`src/rtl/ram16k_arb_pkg.sv`:
```
// ============================================================================
// Module   : ram16k_arb_pkg
// Purpose  : Shared widths, owner encoding and command record for the
//            16K x 16 data RAM arbiter.
// Revision : 1.0 - initial release
// ============================================================================
`default_nettype none

package ram16k_arb_pkg;

  localparam int DEF_ADDR_W = 14;
  localparam int DEF_DATA_W = 16;

  typedef enum logic {
    OWNER_CPU  = 1'b0,
    OWNER_SCAN = 1'b1
  } owner_e;

  typedef struct packed {
    logic                  write;
    logic [DEF_ADDR_W-1:0] addr;
    logic [DEF_DATA_W-1:0] wdata;
    owner_e                owner;
  } cmd_t;

endpackage

`default_nettype wire

```
`src/rtl/ram16k_arbiter_if.sv`:
```
// ============================================================================
// Module   : ram16k_arbiter_if
// Purpose  : One requester's command/response channel into the RAM arbiter.
// Revision : 1.0 - initial release
// ============================================================================
`default_nettype none

interface ram16k_arbiter_if
  import ram16k_arb_pkg::*;
#(
  parameter int ADDR_W = DEF_ADDR_W,
  parameter int DATA_W = DEF_DATA_W
) ();

  logic              req_valid;
  logic              req_ready;
  logic              req_write;
  logic [ADDR_W-1:0] req_addr;
  logic [DATA_W-1:0] req_wdata;
  logic              rsp_valid;
  logic [DATA_W-1:0] rsp_rdata;

  modport master (
    output req_valid, req_write, req_addr, req_wdata,
    input  req_ready, rsp_valid, rsp_rdata
  );

  modport slave (
    input  req_valid, req_write, req_addr, req_wdata,
    output req_ready, rsp_valid, rsp_rdata
  );

endinterface

`default_nettype wire

```
`src/rtl/ram16k_arb_pick.sv`:
```
// ============================================================================
// Module   : ram16k_arb_pick
// Purpose  : Grant selection between the two requesters. Fixed priority
//            (requester 0 first) unless RAM16K_ARB_ROUND_ROBIN_EN is defined.
// Revision : 1.0 - initial release
// ============================================================================
`default_nettype none

module ram16k_arb_pick (
`ifdef RAM16K_ARB_ROUND_ROBIN_EN
  input  logic clk,
`endif
  input  logic rst_n,
  input  logic valid_0,
  input  logic valid_1,
  output logic grant_0,
  output logic grant_1
);

`ifdef RAM16K_ARB_ROUND_ROBIN_EN
  // 1 = requester 1 was granted last, so requester 0 wins the next tie
  logic r_last_grant;

  always_comb begin
    grant_0 = 1'b0;
    grant_1 = 1'b0;
    if (rst_n) begin
      if (valid_0 && valid_1) begin
        grant_0 = r_last_grant;
        grant_1 = ~r_last_grant;
      end else begin
        grant_0 = valid_0;
        grant_1 = valid_1;
      end
    end
  end

  always_ff @(posedge clk or negedge rst_n) begin
    if (!rst_n) begin
      r_last_grant <= 1'b1;
    end else if (grant_0 || grant_1) begin
      r_last_grant <= grant_1;
    end
  end
`else
  always_comb begin
    grant_0 = 1'b0;
    grant_1 = 1'b0;
    if (rst_n) begin
      grant_0 = valid_0;
      grant_1 = valid_1 & ~valid_0;
    end
  end
`endif

endmodule

`default_nettype wire

```
`src/rtl/ram16k_arbiter.sv`:
```
// ============================================================================
// Module   : ram16k_arbiter
// Purpose  : Shares the single RAM port between CPU (0) and scanner (1);
//            command stage drives the RAM, response stage routes read data.
//            Optional macro: RAM16K_ARB_ROUND_ROBIN_EN selects round-robin.
// Revision : 1.0 - initial release
// ============================================================================
`default_nettype none

module ram16k_arbiter
  import ram16k_arb_pkg::*;
#(
  parameter int ADDR_W = DEF_ADDR_W,
  parameter int DATA_W = DEF_DATA_W
) (
  input  logic                  clk,
  input  logic                  rst_n,
  ram16k_arbiter_if.slave       port_0,
  ram16k_arbiter_if.slave       port_1,
  output logic                  ram_load,
  output logic [ADDR_W-1:0]     ram_address,
  output logic [DATA_W-1:0]     ram_in_value,
  input  logic [DATA_W-1:0]     ram_out
);

  logic              w_grant_0;
  logic              w_grant_1;

  logic              w_next_valid;
  owner_e            w_next_owner;
  logic              w_next_write;
  logic [ADDR_W-1:0] w_next_addr;
  logic [DATA_W-1:0] w_next_wdata;

  logic              r_cmd_valid;
  owner_e            r_cmd_owner;
  logic              r_cmd_write;
  logic [ADDR_W-1:0] r_cmd_addr;
  logic [DATA_W-1:0] r_cmd_wdata;

  logic              r_rsp_pending;
  owner_e            r_rsp_owner;
  logic              r_rsp_write;

  logic              w_rsp_hit_0;
  logic              w_rsp_hit_1;

  ram16k_arb_pick u_pick (
`ifdef RAM16K_ARB_ROUND_ROBIN_EN
    .clk     (clk),
`endif
    .rst_n   (rst_n),
    .valid_0 (port_0.req_valid),
    .valid_1 (port_1.req_valid),
    .grant_0 (w_grant_0),
    .grant_1 (w_grant_1)
  );

  assign port_0.req_ready = w_grant_0;
  assign port_1.req_ready = w_grant_1;

  // Stage C loads the winner's command; with no handshake every field clears
  always_comb begin
    w_next_valid = w_grant_0 | w_grant_1;
    w_next_owner = OWNER_CPU;
    w_next_write = 1'b0;
    w_next_addr  = '0;
    w_next_wdata = '0;
    if (w_grant_1) begin
      w_next_owner = OWNER_SCAN;
      w_next_write = port_1.req_write;
      w_next_addr  = port_1.req_addr;
      w_next_wdata = port_1.req_wdata;
    end else if (w_grant_0) begin
      w_next_write = port_0.req_write;
      w_next_addr  = port_0.req_addr;
      w_next_wdata = port_0.req_wdata;
    end
  end

  always_ff @(posedge clk or negedge rst_n) begin
    if (!rst_n) begin
      r_cmd_valid <= 1'b0;
      r_cmd_owner <= OWNER_CPU;
      r_cmd_write <= 1'b0;
      r_cmd_addr  <= '0;
      r_cmd_wdata <= '0;
    end else begin
      r_cmd_valid <= w_next_valid;
      r_cmd_owner <= w_next_owner;
      r_cmd_write <= w_next_write;
      r_cmd_addr  <= w_next_addr;
      r_cmd_wdata <= w_next_wdata;
    end
  end

  // Stage R tracks whose command the RAM executed on the last edge
  always_ff @(posedge clk or negedge rst_n) begin
    if (!rst_n) begin
      r_rsp_pending <= 1'b0;
      r_rsp_owner   <= OWNER_CPU;
      r_rsp_write   <= 1'b0;
    end else begin
      r_rsp_pending <= r_cmd_valid;
      r_rsp_owner   <= r_cmd_owner;
      r_rsp_write   <= r_cmd_write;
    end
  end

  assign ram_load     = r_cmd_valid & r_cmd_write;
  assign ram_address  = r_cmd_addr;
  assign ram_in_value = r_cmd_wdata;

  assign w_rsp_hit_0 = r_rsp_pending && (r_rsp_owner == OWNER_CPU);
  assign w_rsp_hit_1 = r_rsp_pending && (r_rsp_owner == OWNER_SCAN);

  assign port_0.rsp_valid = w_rsp_hit_0;
  assign port_1.rsp_valid = w_rsp_hit_1;
  // Write acks carry zero: the RAM read register holds stale data on writes
  assign port_0.rsp_rdata = (w_rsp_hit_0 && !r_rsp_write) ? ram_out : '0;
  assign port_1.rsp_rdata = (w_rsp_hit_1 && !r_rsp_write) ? ram_out : '0;

endmodule

`default_nettype wire

```
`src/flat_wrapper.sv`:
```
// flat-port wrapper written by rule: the top's interface ports become plain ports
module ram16k_arbiter_flat import ram16k_arb_pkg::*;
#(
  parameter int ADDR_W = DEF_ADDR_W,
  parameter int DATA_W = DEF_DATA_W
)
  (clk, rst_n, ram_load, ram_address, ram_in_value, ram_out, port_0_req_valid, port_0_req_write, port_0_req_addr, port_0_req_wdata, port_0_req_ready, port_0_rsp_valid, port_0_rsp_rdata, port_1_req_valid, port_1_req_write, port_1_req_addr, port_1_req_wdata, port_1_req_ready, port_1_rsp_valid, port_1_rsp_rdata);
  ram16k_arbiter_if #(.ADDR_W(ADDR_W), .DATA_W(DATA_W)) port_0_i ();
  ram16k_arbiter_if #(.ADDR_W(ADDR_W), .DATA_W(DATA_W)) port_1_i ();
  input  logic clk;
  input  logic rst_n;
  output logic ram_load;
  output logic [ADDR_W-1:0] ram_address;
  output logic [DATA_W-1:0] ram_in_value;
  input  logic [DATA_W-1:0] ram_out;
  input wire logic [$bits(port_0_i.req_valid)-1:0] port_0_req_valid;
  input wire logic [$bits(port_0_i.req_write)-1:0] port_0_req_write;
  input wire logic [$bits(port_0_i.req_addr)-1:0] port_0_req_addr;
  input wire logic [$bits(port_0_i.req_wdata)-1:0] port_0_req_wdata;
  output wire logic [$bits(port_0_i.req_ready)-1:0] port_0_req_ready;
  output wire logic [$bits(port_0_i.rsp_valid)-1:0] port_0_rsp_valid;
  output wire logic [$bits(port_0_i.rsp_rdata)-1:0] port_0_rsp_rdata;
  input wire logic [$bits(port_1_i.req_valid)-1:0] port_1_req_valid;
  input wire logic [$bits(port_1_i.req_write)-1:0] port_1_req_write;
  input wire logic [$bits(port_1_i.req_addr)-1:0] port_1_req_addr;
  input wire logic [$bits(port_1_i.req_wdata)-1:0] port_1_req_wdata;
  output wire logic [$bits(port_1_i.req_ready)-1:0] port_1_req_ready;
  output wire logic [$bits(port_1_i.rsp_valid)-1:0] port_1_rsp_valid;
  output wire logic [$bits(port_1_i.rsp_rdata)-1:0] port_1_rsp_rdata;
  assign port_0_i.req_valid = port_0_req_valid;
  assign port_0_i.req_write = port_0_req_write;
  assign port_0_i.req_addr = port_0_req_addr;
  assign port_0_i.req_wdata = port_0_req_wdata;
  assign port_0_req_ready = port_0_i.req_ready;
  assign port_0_rsp_valid = port_0_i.rsp_valid;
  assign port_0_rsp_rdata = port_0_i.rsp_rdata;
  assign port_1_i.req_valid = port_1_req_valid;
  assign port_1_i.req_write = port_1_req_write;
  assign port_1_i.req_addr = port_1_req_addr;
  assign port_1_i.req_wdata = port_1_req_wdata;
  assign port_1_req_ready = port_1_i.req_ready;
  assign port_1_rsp_valid = port_1_i.rsp_valid;
  assign port_1_rsp_rdata = port_1_i.rsp_rdata;
  ram16k_arbiter #(.ADDR_W(ADDR_W), .DATA_W(DATA_W)) u_core (.clk(clk), .rst_n(rst_n), .port_0(port_0_i), .port_1(port_1_i), .ram_load(ram_load), .ram_address(ram_address), .ram_in_value(ram_in_value), .ram_out(ram_out));
endmodule
```
`config.mk`:
```
export PLATFORM = sky130hd
export DESIGN_NAME = ram16k_arbiter_flat
export DESIGN_NICKNAME = d
export VERILOG_FILES = /design/src/rtl/ram16k_arb_pkg.sv /design/src/rtl/ram16k_arbiter_if.sv /design/src/rtl/ram16k_arb_pick.sv /design/src/rtl/ram16k_arbiter.sv /design/src/flat_wrapper.sv
export SDC_FILE = /design/constraint.sdc
export NUM_CORES = 1
export LEC_CHECK = 0
export CAP_MARGIN = 40
export CORE_MARGIN = 1.5
export CORE_UTILIZATION = 27
export DETAILED_ROUTE_END_ITERATION = 12
export PLACE_DENSITY = 0.83
export SLEW_MARGIN = 20
export SYNTH_ARGS = -nofsm -noshare
export SYNTH_HDL_FRONTEND = slang
export SYNTH_HIERARCHICAL = 1
export SYNTH_SLANG_ARGS = --single-unit
```
`constraint.sdc`:
```
create_clock -name clk -period 1.1 [get_ports clk]
set_clock_uncertainty 0.05 [all_clocks]
set_input_delay 0.22 -clock clk [delete_from_list [all_inputs] [get_ports clk]]
set_output_delay 0.22 -clock clk [all_outputs]
set_load 0.02 [all_outputs]
```
### Yosys cells after proc, flatten, opt, wreduce, memory -nomap -nowiden

Cells that the tools add are included.

* register bits after elaboration: 36
* output and inout bits: 67
* word-level logic and storage cells: 29

* reduce and logical (&&, ||, !) cells: 5
* bitwise operators: 5
* multiplexer cells: 11

Operators by type and width (count)
* $mux 16: 4
* $mux 14: 2
* $mux 1: 5
* $logic_and 1x1->1: 4
* $and 1x1->1: 2
* $not 1->1: 2
* $logic_not 1->1: 1
* $or 1x1->1: 1

### Logic depth before layout (Yosys ltp)

Gate-level depths: netlist (run 1).

* depth in word-level cells: 4
* mapped depth: 5
* depth with buffers taken out: 3

### By module

Netlist (run 1), hierarchy kept.

By module, submodules not included
* ram16k_arbiter: cells an instance 135, instances 1, area each 1492.7 sq um, seq. area each 900.9 sq um
* ram16k_arb_pick: cells an instance 2, instances 1, area each 16.3 sq um, seq. area each 0.0 sq um

### Worst setup path after synthesis (run 1)

No wires, ideal clock.

* kind: flip-flop to output port
* from: register u_core.r_rsp_owner
* to: output port_0_rsp_rdata[10]
* slack: -0.301 ns
* data arrival time: 1.131 ns
* cell stages (with the launch flop): 5
* path through: dfrtp_1 > or2_1 > buf_6 > buf_6 > nor2_1

* word-level cells in the longest chain between the ends: 4

RTL lines
* start, declared: RTL line ram16k_arbiter.sv:42 `owner_e r_rsp_owner;`
* start signal, assigned: RTL line ram16k_arbiter.sv:105 `r_rsp_owner <= r_cmd_owner;`
* $not 1->1: RTL line ram16k_arbiter.sv:114 `assign w_rsp_hit_0 = r_rsp_pending && (r_rsp_owner == OWNER_CPU);`
* $logic_and 1x1->1: RTL line ram16k_arbiter.sv:114
* $logic_and 1x1->1: RTL line ram16k_arbiter.sv:120 `assign port_0.rsp_rdata = (w_rsp_hit_0 && !r_rsp_write) ? ram_out : '0;`
* $mux 16: RTL line ram16k_arbiter.sv:120
* end, declared: RTL line flat_wrapper.sv:22 `output wire logic [$bits(port_0_i.rsp_rdata)-1:0] port_0_rsp_rdata;`

Every way passes these cells.

### Worst setup path after layout (run 1)

* from: register u_core.r_rsp_write
* to: output port_0_rsp_rdata[7]

* word-level cells in the longest chain between the ends: 3

RTL lines
* start, declared: RTL line ram16k_arbiter.sv:43 `logic r_rsp_write;`
* start signal, assigned: RTL line ram16k_arbiter.sv:106 `r_rsp_write <= r_cmd_write;`
* $logic_not 1->1: RTL line ram16k_arbiter.sv:120
* $logic_and 1x1->1: RTL line ram16k_arbiter.sv:120
* $mux 16: RTL line ram16k_arbiter.sv:120

Every way passes these cells.

==> out/results.txt, run 1 <==
CP max stage cell = dfrtp_1
Worst-path clk slew = 70 ps
pre-CTS setup slack = -731 ps
Final #Nets = 384
Final setup viols = 35
vias post-DR = 1700
met3 GRT Util = 7.88%
Crit Path Max Fanout = 8
final core occ = 66.6%
mapped cell area = 1510 sq um
Crit. End Element = output port
cells after synthesis = 137
area taken by multi-input logic gates = 749 sq um
CP max stage delay = 390 ps
GRT met1 Usage = 17.0%
CORE AREA = 5440 sq um
Critical Path RT = 830 ps
final worst slack = -503 ps
Max-Cap Viols = 0
TritonCTS clock tree = yes
Setup TNS = -16010 ps
Hold Worst Slack = 306 ps
P&R area growth vs syn = 140%
I/O pin cnt = 149
EDFF count, synth = 0
Initial Util = 27.7%
fin crit period = 1600 ps
Rows = 27
Warnings, synthesis = 6
worst path cell trace = or2_4 > buf_12 > nor2_4 > buf_6
DR vias/cell = 4.53
DRT antenna net count = 0
Final GP Congestion = 0.716
die span in y = 77.8 microns
worst ir drop on vdd = 0.000825 V
TritonRoute pass-1 iters = 4
initial antenna violation count = 0
Tightest Hold Check Type = reg2reg
Inst Count DP = 359
fillers = 384
Final Max Slew Viols = 0
number of synthesized register bits = 36
placed cell areas = 3330 sq um
share of post-route cells with drive strength above 1 = 45.9%
Async SR Flop Fraction = 100%
violated checks = negative setup slack
design area = 3620 sq um
syn nets = 219
top post-synthesis cells by area = dfrtp_1, a22o_1, nor2_1
syn avg cell area = 11.0 sq um
Total GRT Usage = 18.0%
final critical-path share of the clock period = 146%
Worst Path Arrival = 1330 ps
drt drc = 0
CTS Buf Count = 5
Final Hold Viols = 0
most common cell in the netlist = dfrtp_1
Power Total = 3.69 mW
Most Crowded Layer GR = met2
first-pass GRT wire length = 8360 microns
RSZ-0062 raised after global routing = true
sequential element share of the synthesized area = 59.7%
Longest Clk Path Bufs = 2
register area = 901 sq um
Iter 0 DRT Violations = 26
CP bufs+invs = 2
port bufs = 148
run status = finished, violations left
fin cells = 375
drt total wl = 5420 microns
pwr/cell area = 1020 nW/um^2
root buffer cell = clkbuf_8
largest net degree at the start of global routing = 37
worst-margin pin slew = 441 ps
Startpoint Class = flop
Max-slew headroom = 70.6%
f_max = 624 MHz
chip width = 77.8 microns
GR Util met2 = 34.3%
Crit path max-delay family = flip-flops
Synth top cells by count = dfrtp_1, a22o_1, nor2_1, nand2_1, buf_2
Max H-tree Level = 2
Leakage = 1.65 nW
GR Overflow Total = 0
Antenna diodes = 0
Setup CP Type = reg2out
post-synth top area share = 59.7%
Yosys cell types = 16
worst skew pair latency = 280 ps
cell taking the most area after synthesis = dfrtp_1
die area = 6050 sq um
post-DP HPWL = 3990 microns
wire per inst = 14.5 microns
number of global-route vias before repair = 1794
Most used DFF post-synth = dfrtp_1
clock sink count = 36
layout make-up:
class / count / share of cell area, %
clock buffer: 5 / 1.90
clock inverter: 3 / 1.17
tap: 72 / 2.49
multi-input combinational: 89 / 20.7
timing repair buffer: 170 / 48.9
sequential: 36 / 24.9
cells in the final DEF, fill, tap and decap left out, drive strengths merged:
| cell | count |
|---|---|
| clkbuf | 5 |
| and2 | 3 |
| buf | 89 |
| clkinvlp | 1 |
| bufinv | 1 |
| nor2b | 1 |
| bufbuf | 1 |
| and2b | 1 |
| nand2 | 17 |
| clkdlybuf4s15 | 1 |
| dlygate4sd3 | 1 |
| clkdlybuf4s50 | 78 |
| o21ai | 1 |
| clkinv | 1 |
| a22o | 30 |
| or2 | 2 |
| dfrtp | 36 |
| nand2b | 1 |
| and3b | 3 |
| nor2 | 30 |
path summary, 6_finish.rpt:
kind	endpoint	start	depth (start not counted)	slack, ps
min in group asynchronous	u_core/ram_in_value[0]$_DFF_PN0_	rst_n	3	500
worst min register to register	u_core/r_rsp_owner$_DFF_PN0_	u_core/r_cmd_owner$_DFF_PN0_	0	310
worst max register to register	u_core/r_rsp_pending$_DFF_PN0_	u_core/r_cmd_valid$_DFF_PN0_	1	440
worst min-delay path	u_core/r_rsp_owner$_DFF_PN0_	u_core/r_cmd_owner$_DFF_PN0_	0	310
worst max-delay path	port_0_rsp_rdata[7]	u_core/r_rsp_write$_DFF_PN0_	4	-500
max in group asynchronous	u_core/ram_address[9]$_DFF_PN0_	rst_n	3	180
sequential cells by signal, summed over array words and instances (netlist names):
signal / cells
u_core/ram_address: 14
u_core/r_rsp_pending: 1
u_core/r_cmd_owner: 1
u_core/r_cmd_write: 1
u_core/r_rsp_write: 1
u_core/ram_in_value: 16
u_core/r_rsp_owner: 1
u_core/r_cmd_valid: 1
power breakdown:
group / leakage [nW] / total, mW / internal (mW) / switching (mW)
sequential: 0.477 / 1.44 / 1.40 / 0.0370
combinational: 1.11 / 1.13 / 0.654 / 0.473
clock: 0.0541 / 1.13 / 0.670 / 0.462
cells by family after synthesis:
kind of cell	Yosys count	share of synthesized area, %
AO/OA/AOI/OAI	31	17.7
buffers and inverters	12	5.31
flip-flops	36	59.7
AND/OR/NAND/NOR	58	17.2
per-layer routing:
layer	wire (microns)	vias to the layer above
met5	0	-
met4	68	0
met3	671	6
met2	2880	116
met1	1800	781
li1	-	797
repair_timing:
item / CTS / global route
setup endpoints to repair: 99 / 64
pin swaps: 6 / 3
gates resized for setup: 361 / 40
buffers inserted: 4 / 0
hold endpoints to repair: 36 / 0
hold buffers: 1 / 0
gates cloned: 3 / 0
(Power assumes the default switching activity.)
==> run 2: changes to the inputs <==
--- a/config.mk
+++ b/config.mk
@@ -7,11 +7,10 @@
 export LEC_CHECK = 0
 export CAP_MARGIN = 40
 export CORE_MARGIN = 1.5
-export CORE_UTILIZATION = 27
+export CORE_UTILIZATION = 29
 export DETAILED_ROUTE_END_ITERATION = 12
 export PLACE_DENSITY = 0.83
 export SLEW_MARGIN = 20
 export SYNTH_ARGS = -nofsm -noshare
 export SYNTH_HDL_FRONTEND = slang
-export SYNTH_HIERARCHICAL = 1
 export SYNTH_SLANG_ARGS = --single-unit
==> run 2 against run 1 <==
The run still ends with negative setup slack left; flip-flop and latch count stayed put; sequential share of layout area fell by 2.2 points; largest power group unchanged; combinational power rose by 9%; global-route usage grew 2.6 points.
==> out/results.txt, run 2 <==
max reg flops = 16
fillers = 432
Critical Path RT = 830 ps
fin cells = 439
drt total wl = 6980 microns
Worst Path Arrival = 1310 ps
most common cell in the netlist = dfrtp_1
Worst-path clk slew = 80 ps
Synth top cells by count = dfrtp_1, nor2_1, nand2_1, nand3_1, nand2b_1
Crit Path Max Fanout = 8
Crit. End Element = output port
Power Total = 3.59 mW
pre-CTS setup slack = -791 ps
Warnings, synthesis = 0
first-pass GRT wire length = 10000 microns
Max H-tree Level = 2
top post-synthesis cells by area = dfrtp_1, nand3_1, nor2_1
Rows = 27
worst-margin pin slew = 354 ps
fin crit period = 1580 ps
vias post-DR = 2068
GR Overflow Total = 0
Async SR Flop Fraction = 100%
GR Util met2 = 38.9%
f_max = 634 MHz
syn nets = 281
run status = finished, violations left
Total GRT Usage = 20.5%
pwr/cell area = 904 nW/um^2
Iter 0 DRT Violations = 71
chip width = 80.2 microns
wire per inst = 15.9 microns
port bufs = 148
TritonRoute pass-1 iters = 4
met3 GRT Util = 7.50%
most frequent cells in the layout = clkdlybuf4s50_1, buf_6, dfrtp_1
die area = 6430 sq um
syn avg cell area = 8.68 sq um
Final Hold Viols = 0
I/O pin cnt = 149
DR vias/cell = 4.71
RSZ-0062 raised after global routing = true
root buffer cell = clkbuf_8
largest net degree at the start of global routing = 79
violated checks = negative setup slack
clock sink count = 36
CTS Buf Count = 5
Setup TNS = -15080 ps
worst ir drop on vdd = 0.000740 V
Antenna diodes = 0
DRT antenna net count = 0
worst skew pair latency = 270 ps
drt drc = 0
CORE AREA = 5640 sq um
Final Max Slew Viols = 0
mapped cell area = 1730 sq um
Yosys cell types = 18
Startpoint Class = flop
final critical-path share of the clock period = 143%
GRT met1 Usage = 21.0%
Max-Cap Viols = 0
cells after synthesis = 199
cell taking the most area after synthesis = dfrtp_1
Final setup viols = 35
Initial Util = 30.6%
commonest non-fill, non-tap cell in the layout = clkdlybuf4s50_1
TritonCTS clock tree = yes
Final #Nets = 448
Leakage = 1.78 nW
initial antenna violation count = 0
Most used DFF post-synth = dfrtp_1
post-synth top area share = 52.2%
design area = 3980 sq um
number of synthesized register bits = 36
number of global-route vias before repair = 2060
Final GP Congestion = 0.841
final worst slack = -477 ps
Setup CP Type = reg2out
die span in y = 80.2 microns
share of post-route cells with drive strength above 1 = 45.8%
sequential element share of the synthesized area = 52.2%
EDFF count, synth = 0
P&R area growth vs syn = 130%
placed cell areas = 3630 sq um
post-DP HPWL = 4470 microns
Max-slew headroom = 76.3%
Most Crowded Layer GR = met2
Inst Count DP = 420
Tightest Hold Check Type = in2async
Longest Clk Path Bufs = 2
[run 2: cell types whose count changed in the layout (fill, tap and decap cells not counted), sizes merged, moves of 4 or more]
| cell | previous run | this run |
|---|---|---|
| nand2b | 1 | 18 |
| a22o | 30 | 0 |
| nor2 | 30 | 35 |
| nand2 | 17 | 29 |
| buf | 89 | 93 |
| nand3 | 0 | 28 |
| o21ai | 1 | 28 |
[run 2: path summary, 6_finish.rpt]
path | from | to | slack [ps] | depth (start not counted)
worst max-delay path | u_core.r_rsp_pending$_DFF_PN0_ | port_0_rsp_rdata[0] | -480 | 5
min in group clk | rst_n | u_core.r_cmd_owner$_DFF_PN0_ | 220 | 3
worst min register to register | u_core.r_cmd_owner$_DFF_PN0_ | u_core.r_rsp_owner$_DFF_PN0_ | 320 | 0
worst max register to register | u_core.r_cmd_write$_DFF_PN0_ | u_core.r_rsp_write$_DFF_PN0_ | 540 | 0
max in group asynchronous | rst_n | u_core.r_rsp_write$_DFF_PN0_ | 270 | 3
worst min-delay path | rst_n | u_core.ram_in_value[4]$_DFF_PN0_ | 4 | 3
[run 2: cell type report]
cell class	instances	area [sq um]	share of cell area (%)
inverter	3	13.8	0.346
timing repair buffer	176	1770	44.5
multi-input combinational	144	1110	27.9
sequential	36	902	22.7
clock inverter	2	10.0	0.252
tap	72	90.1	2.27
clock buffer	6	82.6	2.08
[run 2: cell families (layout without fill, tap and decap cells)]
family          count (synthesis)  in the layout  share of synthesized area [%]
flops                          36             36                           52.2
simple gates                  113            113                           29.6
compound gates                 31             31                           11.8
buf+inv                        19            187                           6.38
[run 2: report_power, final]
group / switching [mW] / internal, mW
clock network: 0.439 / 0.499
logic: 0.580 / 0.651
registers: 0.0272 / 1.40
[run 2: critical path, cell delays in order, from the launching register on]
cell and delay [ps]:
dfrtp_1 400, buf_6 120, nand2b_4 110, buf_6 170, nor2_4 100, buf_6 130
[run 2: stage by stage]
stage	utilization, %	hold slack [ps]
after global routing	70.5	23.2
after floorplan	-	-126
after global placement	64.3	95.3
after detailed placement	64.3	96.4
final	70.5	3.52
after CTS	68.3	9.83
[run 2: metal layers]
metal	share of wire [%]	routed length, microns
met1	34	2360
met2	54	3750
met3	9.9	694
met4	2.5	173
met5	0	0
[run 2: repair_timing]
| item | 4_1_cts | 5_1_grt |
|---|---|---|
| endpoints found under the setup margin | 97 | 46 |
| endpoints found under the hold margin | 12 | 0 |
| pin swaps | 6 | 9 |
| resized for setup | 370 | 29 |
| setup buffers | 6 | 1 |
| hold buffers | 2 | 0 |
| cloned | 1 | 1 |
